<file path="src/rtl/mopshub_bus_test_seq.sv">
// Sequences RX/TX/ADV test phases across the CAN buses selected by bus_mask,
// recording a per-bus pass or timeout result for each run.
module mopshub_bus_test_seq #(
   parameter int N_BUSES     = 32,
   parameter int BUS_W       = 5,
   parameter int TIMEOUT_CYC = 4096,
   parameter int GAP_CYC     = 120
) (
   input  logic               clk,
   input  logic               rst,
   input  logic               start,
   input  logic               abort,
   input  logic [1:0]         mode,
   input  logic [N_BUSES-1:0] bus_mask,
   input  logic               phase_done,
   input  logic               phase_ok,
   output logic               test_rx,
   output logic               test_tx,
   output logic               test_adv,
   output logic [BUS_W-1:0]   bus_id,
   output logic               endwait_all,
   output logic               busy,
   output logic               done,
   output logic [N_BUSES-1:0] pass_mask,
   output logic [N_BUSES-1:0] timeout_mask
);

   typedef enum logic [3:0] {
      S_IDLE, S_SELECT, S_RX, S_ENDWAIT, S_GAP, S_TX, S_ADV, S_NEXT, S_FINISH
   } state_t;

   localparam int PCW = $clog2(TIMEOUT_CYC + 1);
   localparam int GCW = $clog2(GAP_CYC + 1);
   localparam logic [PCW-1:0]   PHASE_LAST = PCW'(TIMEOUT_CYC - 1);
   localparam logic [GCW-1:0]   GAP_LAST   = GCW'(GAP_CYC - 1);
   localparam logic [BUS_W-1:0] IDX_LAST   = BUS_W'(N_BUSES - 1);

   state_t             state_q, state_d;
   logic [1:0]         mode_q, mode_d;
   logic [N_BUSES-1:0] mask_q, mask_d;
   logic [N_BUSES-1:0] pass_q, pass_d;
   logic [N_BUSES-1:0] tmo_q, tmo_d;
   logic [BUS_W-1:0]   idx_q, idx_d;
   logic [PCW-1:0]     phase_cnt_q, phase_cnt_d;
   logic [GCW-1:0]     gap_cnt_q, gap_cnt_d;
   logic               ok_q, ok_d;

   always_ff @(posedge clk or posedge rst) begin
      if (rst) begin
         state_q     <= S_IDLE;
         mode_q      <= '0;
         mask_q      <= '0;
         pass_q      <= '0;
         tmo_q       <= '0;
         idx_q       <= '0;
         phase_cnt_q <= '0;
         gap_cnt_q   <= '0;
         ok_q        <= 1'b0;
      end else begin
         state_q     <= state_d;
         mode_q      <= mode_d;
         mask_q      <= mask_d;
         pass_q      <= pass_d;
         tmo_q       <= tmo_d;
         idx_q       <= idx_d;
         phase_cnt_q <= phase_cnt_d;
         gap_cnt_q   <= gap_cnt_d;
         ok_q        <= ok_d;
      end
   end

   // Counters fall back to zero whenever they are not advancing, so every
   // phase and gap starts counting from a clean slate.
   always_comb begin
      state_d     = state_q;
      mode_d      = mode_q;
      mask_d      = mask_q;
      pass_d      = pass_q;
      tmo_d       = tmo_q;
      idx_d       = idx_q;
      ok_d        = ok_q;
      phase_cnt_d = '0;
      gap_cnt_d   = '0;

      if (abort && (state_q != S_IDLE)) begin
         state_d = S_IDLE;
      end else begin
         case (state_q)
            S_IDLE: begin
               if (start) begin
                  mode_d  = mode;
                  mask_d  = bus_mask;
                  pass_d  = '0;
                  tmo_d   = '0;
                  idx_d   = '0;
                  state_d = S_SELECT;
               end
            end
            S_SELECT: begin
               if (mask_q[idx_q]) begin
                  ok_d    = 1'b1;
                  state_d = (mode_q == 2'b01) ? S_TX : S_RX;
               end else if (idx_q == IDX_LAST) begin
                  state_d = S_FINISH;
               end else begin
                  idx_d = idx_q + 1'b1;
               end
            end
            S_RX, S_TX, S_ADV: begin
               // phase_done wins over a timeout landing in the same cycle
               if (phase_done) begin
                  ok_d = ok_q & phase_ok;
                  case (state_q)
                     S_RX:    state_d = mode_q[1] ? S_ENDWAIT : S_NEXT;
                     S_TX:    state_d = (mode_q == 2'b11) ? S_ADV : S_NEXT;
                     default: state_d = S_NEXT;
                  endcase
               end else if (phase_cnt_q == PHASE_LAST) begin
                  tmo_d[idx_q] = 1'b1;
                  ok_d         = 1'b0;
                  state_d      = S_NEXT;
               end else begin
                  phase_cnt_d = phase_cnt_q + 1'b1;
               end
            end
            S_ENDWAIT: state_d = S_GAP;
            S_GAP: begin
               if (gap_cnt_q == GAP_LAST) state_d = S_TX;
               else                       gap_cnt_d = gap_cnt_q + 1'b1;
            end
            S_NEXT: begin
               if (ok_q) pass_d[idx_q] = 1'b1;
               if (idx_q == IDX_LAST) begin
                  state_d = S_FINISH;
               end else begin
                  idx_d   = idx_q + 1'b1;
                  state_d = S_SELECT;
               end
            end
            S_FINISH: state_d = S_IDLE;
            default:  state_d = S_IDLE;
         endcase
      end
   end

   // Outputs decode the state register directly so reset clears them at once.
   assign test_rx      = (state_q == S_RX);
   assign test_tx      = (state_q == S_TX);
   assign test_adv     = (state_q == S_ADV);
   assign endwait_all  = (state_q == S_ENDWAIT);
   assign done         = (state_q == S_FINISH);
   assign busy         = (state_q != S_IDLE) && (state_q != S_FINISH);
   assign bus_id       = idx_q;
   assign pass_mask    = pass_q;
   assign timeout_mask = tmo_q;

endmodule

</file>
<file path="config.mk">
export PLATFORM = sky130hd
export DESIGN_NAME = mopshub_bus_test_seq
export DESIGN_NICKNAME = d
export VERILOG_FILES = /design/src/rtl/mopshub_bus_test_seq.sv
export SDC_FILE = /design/constraint.sdc
export NUM_CORES = 1
export LEC_CHECK = 0
export CAP_MARGIN = 25
export CORE_UTILIZATION = 56
export DETAILED_ROUTE_END_ITERATION = 7
export PLACE_DENSITY = 0.86
export SLEW_MARGIN = 10
export SYNTH_ARGS = -nofsm -noshare
export SYNTH_HDL_FRONTEND = slang
export SYNTH_SLANG_ARGS = --single-unit
</file>
<file path="constraint.sdc">
create_clock -name clk -period 11.4 [get_ports clk]
set_input_delay 2.28 -clock clk [delete_from_list [all_inputs] [get_ports clk]]
set_output_delay 2.28 -clock clk [all_outputs]
set_load 0.02 [all_outputs]
</file>
==> impl_metrics.yaml, run 1 <==
outcome:
  outcome: "completed"
worst_setup_path:
  worstSetupPathType: "reg2out"
  arrival_ps: 2200
  cp_num_buf_inv: 1
  critPathMaxStageDelay_ps: 600
  start_kind: "flop"
  cpLargestDelayFamily: "simple AND/OR/NAND/NOR gates"
  critical_path_required_ps: 9120
  cp_max_fo: 11
  crit_path_start: "state_q[1]$_DFFE_PP0P_"
  path_cells: "nor2_1 -> and3_1 -> clkdlybuf4s50_1"
  slowest_stage: "clkdlybuf4s50_1"
  worst_setup_path_end_kind: "primary output"
  r2r_start: "state_q[1]$_DFFE_PP0P_"
route:
  drt-initial-drc-count: 222
  drt_wl_total_mm: 15.3
  drc: 0
  firstDrtPassIters: 4
  via_per_inst: 5.68
  post_drt_wl_per_cell_um: 17.9
  vias: 4852
  final_antenna_net_count: 0
global_routing:
  antenna_found_initial: 0
  grt_max_degree: 102
  grt_util_all_layers: 0.297
  grt_pass1_wl_mm: 23.5
  overflow: 0
  grt_pass1_vias: 4689
clocking:
  clock_sinks: 128
  path_clk_slew_ps: 50
  clock_latency_ps: 520
  cts_buffers: 17
  postCtsSetupBuffers: 0
  cts_resized: 0
  cts_root_buf: "clkbuf_8"
  htreeDepth: 4
  cts_tree: "done"
  hold_buffers: 0
  clockBufferDepth: 2
power_and_ir_drop:
  power_density_nw_per_um2: 232
  leakage_nw: 3.52
  ir_drop_mv: 0.113
yosys:
  synth_commonest_cells: "128 x dfrtp_1, 119 x nand2_1, 94 x nor2_1"
  synth_top_cells_by_area: "dfrtp_1 56%, nand2_1 7.8%, nor2_1 6.1%"
  yosysWarnings: 0
  avgSynthCellArea_um2: 9.62
  syn-num-nets: 645
  synth_edf_count: 0
  syn_inst: 598
  yosys.cell_types.count: 59
  yosysMostFrequentCell: "dfrtp_1"
  synthArstFlopShare: 1.00
  synth_area_um2: 5750
  yosysTopAreaCell: "dfrtp_1"
  ys_ff_latch: 128
  synth_top_area_share: 0.557
  yosysSeqAreaShare: 0.557
  synthFlopType: "dfrtp_1"
floorplan:
  dieArea_um2: 10700
  core_um2: 9860
  num_rows: 36
  ios: 115
  initial_utilization: 0.583
  fp.dieH_um: 103
  fp.dieW_um: 103
timing:
  hold_viol: 0
  tns_ps: 0
  maxSlewViolCount: 0
  setup_viol: 0
  timing.fmax_ghz: 0.223
  holdWs_ps: 451
  final.setup_skew_ps: 8.19
  fin_crit_ps: 4480
  tightest_slew_ps: 1110
  rsz0062_at_grt: "no"
  timing.final.crit_share: 0.393
  maxSlewHeadroom: 0.256
place:
  dp.cells: 820
  place_area_um2: 6950
  portBuffers: 114
  dp_hpwl_mm: 9.78
  gp_congestion: 0.850
layout:
  seq_area_um2: 3200
  num_antenna_cells: 0
  fillers: 637
  syn2layout_area_growth_pct: 32.0
  nNetsFinal: 756
  final_cells: 854
  multi_input_area_um2: 2360
  final_cell_area_um2: 7600
  drive_above_1_share: 0.0680
job:
  maxCapViolCount: 0
worst_hold_path:
  worstHoldStart: "gap_cnt_q[0]$_DFF_PP0_"
  holdCritPathClass: "reg2reg"
## cell usage in the layout, fill, tap and decap left out, drive strengths merged, types with 5 or more instances in the layout
cell type      synthesis  routed
xnor2                  5       5
clkbuf                10      23
nor2                  94      94
a21oi                 69      69
xor2                   8       8
nand2b                 6       6
nand2                119     119
nor3                  12      12
dfrtp                128     128
ha                     7       7
nand3                 11      11
inv                   11      11
clkdlybuf4s50          0     114
mux2i                 19      19
o21ai                  5       5
buf                   20       7
and3                   7       7
## metal layers
| metal | track usage | up-vias | routed length, µm |
|---|---|---|---|
| met5 | 0 | - | 0 |
| met4 | 0.109 | 0 | 252 |
| met3 | 0.0733 | 27 | 1080 |
| met2 | 0.483 | 202 | 7480 |
| met1 | 0.387 | 2381 | 6470 |
| li1 | - | 2242 | - |
## final cells by class
cell class | count | share of cell area
Sequential cell | 128 | 0.422
Multi-Input combinational cell | 429 | 0.310
Timing Repair Buffer | 122 | 0.160
Clock buffer | 22 | 0.0596
Tap cell | 133 | 0.0219
Clock inverter | 9 | 0.0208
Inverter | 11 | 0.00576
## stage by stage
step	util	worst slack (ps)	power, mW
2_1_floorplan	-	5710	1.01
6_report	0.770	6920	1.76
3_3_place_gp	0.704	6560	1.18
3_5_place_dp	0.704	6430	1.20
4_1_cts	0.766	6900	1.76
5_1_grt	0.770	6750	1.85
## power breakdown
group	switching [mW]	internal, mW	total (mW)
sequential	0.0839	0.555	0.639
combinational	0.334	0.233	0.566
clock	0.190	0.366	0.556
total	0.608	1.15	1.76
## registers in the layout, indices dropped and copies added, names as in the netlist
| signal | flops |
|---|---|
| state_q | 4 |
| phase_cnt_q | 13 |
| gap_cnt_q | 7 |
| bus_id | 5 |
| pass_mask | 32 |
| mode_q | 2 |
| mask_q | 32 |
| ok_q | 1 |
| timeout_mask | 32 |
## worst register-to-register path: cells and delay by family, from the launching register on
family                 cells  cell delay, ps
and+or+nand+nor            4            1350
buffers and inverters      1             730
DFF                        1             490
AOI/OAI and AO/OA          2             490
## path summary, 6_finish.rpt
path,depth (start not counted),slack (ps),end
max,3,6920,done
min,1,450,gap_cnt_q[0]$_DFF_PP0_
max reg2reg,7,8260,pass_mask[18]$_DFFE_PP0P_
min reg2reg,1,450,gap_cnt_q[0]$_DFF_PP0_
max in group asynchronous,4,8120,timeout_mask[2]$_DFFE_PP0P_
min in group asynchronous,2,2170,phase_cnt_q[0]$_DFF_PP0_
## kinds of logic after synthesis
kind of cell / Yosys count / share of synthesized area
adder cells (fa/ha/maj): 7 / 0.0152
XOR/XNOR: 13 / 0.0198
buffers and inverters: 41 / 0.0339
AND/OR/NAND/NOR: 284 / 0.219
multiplexers: 19 / 0.0331
AO/OA/AOI/OAI: 106 / 0.123
flip-flops: 128 / 0.557
(Power assumes the default switching activity.)
==> run 2, diff against run 1 <==
--- a/config.mk
+++ b/config.mk
@@ -6,9 +6,9 @@
 export NUM_CORES = 1
 export LEC_CHECK = 0
 export CAP_MARGIN = 25
-export CORE_UTILIZATION = 56
+export CORE_UTILIZATION = 52
 export DETAILED_ROUTE_END_ITERATION = 7
-export PLACE_DENSITY = 0.86
+export PLACE_DENSITY = 0.8
 export SLEW_MARGIN = 10
 export SYNTH_ARGS = -nofsm -noshare
 export SYNTH_HDL_FRONTEND = slang
==> constraint.sdc (replaced) <==
create_clock -name clk -period 4.5 [get_ports clk]
set_input_delay 0.9 -clock clk [delete_from_list [all_inputs] [get_ports clk]]
set_output_delay 0.9 -clock clk [all_outputs]
set_load 0.02 [all_outputs]
==> impl_metrics.yaml, run 2 (synthesized netlist as in run 1, its figures left out) <==
floorplan:
  core_um2: 10800
  fp.dieH_um: 107
  ios: 115
  dieArea_um2: 11500
  initial_utilization: 0.533
  fp.dieW_um: 107
  num_rows: 38
route:
  drt_wl_total_mm: 14.9
  firstDrtPassIters: 5
  vias: 4825
  final_antenna_net_count: 0
  drc: 0
  via_per_inst: 5.62
  drt-initial-drc-count: 303
  post_drt_wl_per_cell_um: 17.3
global_routing:
  overflow: 0
  grt_max_degree: 101
  grt_util_all_layers: 0.274
  antenna_found_initial: 0
  grt_pass1_wl_mm: 23.9
  grt_pass1_vias: 4779
power_and_ir_drop:
  fin_total_pwr_mw: 4.44
  ir_drop_mv: 0.375
  leakage_nw: 3.50
  power_density_nw_per_um2: 584
layout:
  fillers: 804
  final_common_cell: "dfrtp_1"
  drive_above_1_share: 0.0668
  num_antenna_cells: 0
  final_cell_area_um2: 7600
  syn2layout_area_growth_pct: 32.1
  final_cell_mix: "128 x dfrtp_1, 119 x nand2_1, 114 x clkdlybuf4s50_1"
  nNetsFinal: 753
clocking:
  postCtsSetupBuffers: 0
  cts_tree: "done"
  path_clk_slew_ps: 60
  hold_buffers: 0
  clock_latency_ps: 530
  clock_sinks: 128
  cts_buffers: 17
  cts_root_buf: "clkbuf_8"
  clockBufferDepth: 2
  htreeDepth: 4
  cts_resized: 0
place:
  gp_congestion: 0.870
  portBuffers: 114
  dp_slack_ps: 1330
  place_area_um2: 6960
  dp_hpwl_mm: 9.77
timing:
  hold_viol: 0
  fin_crit_ps: 3140
  setup_ws_ps: 1360
  final.setup_skew_ps: 9.27
  setup_viol: 0
  holdWs_ps: 453
  tightest_slew_ps: 1020
  maxSlewViolCount: 0
  rsz0062_at_grt: "no"
  tns_ps: 0
  timing.fmax_ghz: 0.318
  timing.final.crit_share: 0.698
  maxSlewHeadroom: 0.313
worst_setup_path:
  worstSetupPathType: "reg2out"
  start_kind: "flop"
  cp_max_fo: 11
  worst_setup_path_end_kind: "primary output"
  arrival_ps: 2240
  r2r_slack_ps: 1710
  critical_path_required_ps: 3600
worst_hold_path:
  holdCritPathClass: "reg2reg"
job:
  maxCapViolCount: 0
outcome:
  outcome: "completed"
-- run 2: stage by stage --
stage,instances,utilization
3_5_place_dp,825,0.644
3_3_place_gp,825,0.644
6_report,859,0.704
5_1_grt,859,0.704
4_1_cts,857,0.700
2_1_floorplan,598,-
-- run 2: worst paths after layout --
path	start	to	depth (start not counted)
max in group asynchronous	rst	mask_q[27]$_DFFE_PP0P_	3
min in group asynchronous	rst	timeout_mask[23]$_DFFE_PP0P_	2
worst max register to register	phase_cnt_q[0]$_DFF_PP0_	state_q[0]$_DFFE_PP0P_	7
worst min register to register	gap_cnt_q[0]$_DFF_PP0_	gap_cnt_q[0]$_DFF_PP0_	1
worst max-delay path	state_q[1]$_DFFE_PP0P_	done	3
worst min-delay path	gap_cnt_q[0]$_DFF_PP0_	gap_cnt_q[0]$_DFF_PP0_	1
-- run 2: final cells by class --
cell class / instances / area, µm² / share of cell area
clock buffers: 21 / 449 / 0.0591
clock inverters: 11 / 155 / 0.0204
inverters: 11 / 43.8 / 0.00576
multi-input cells: 429 / 2360 / 0.310
flip-flops and latches: 128 / 3200 / 0.421
well taps: 140 / 175 / 0.0230
repair buffers: 119 / 1220 / 0.160
-- run 2: routing by layer --
layer	global-route usage	vias up	wire length [µm]
met5	0	-	0
met4	0.105	0	344
met3	0.0857	34	1150
met2	0.431	185	7210
met1	0.357	2369	6150
li1	-	2237	-
-- run 2: critical path: stages (launching register included) --
cell,delay (ps)
dfrtp_1,490
nor2_1,410
and3_1,210
clkdlybuf4s50_1,590
-- run 2: power by group --
group / internal (mW) / total [mW] / switching, mW / leakage [nW]
Combinational: 0.594 / 1.42 / 0.821 / 1.50
Sequential: 1.41 / 1.63 / 0.228 / 1.72
Clock: 0.877 / 1.39 / 0.512 / 0.281
Total: 2.88 / 4.44 / 1.56 / 3.50
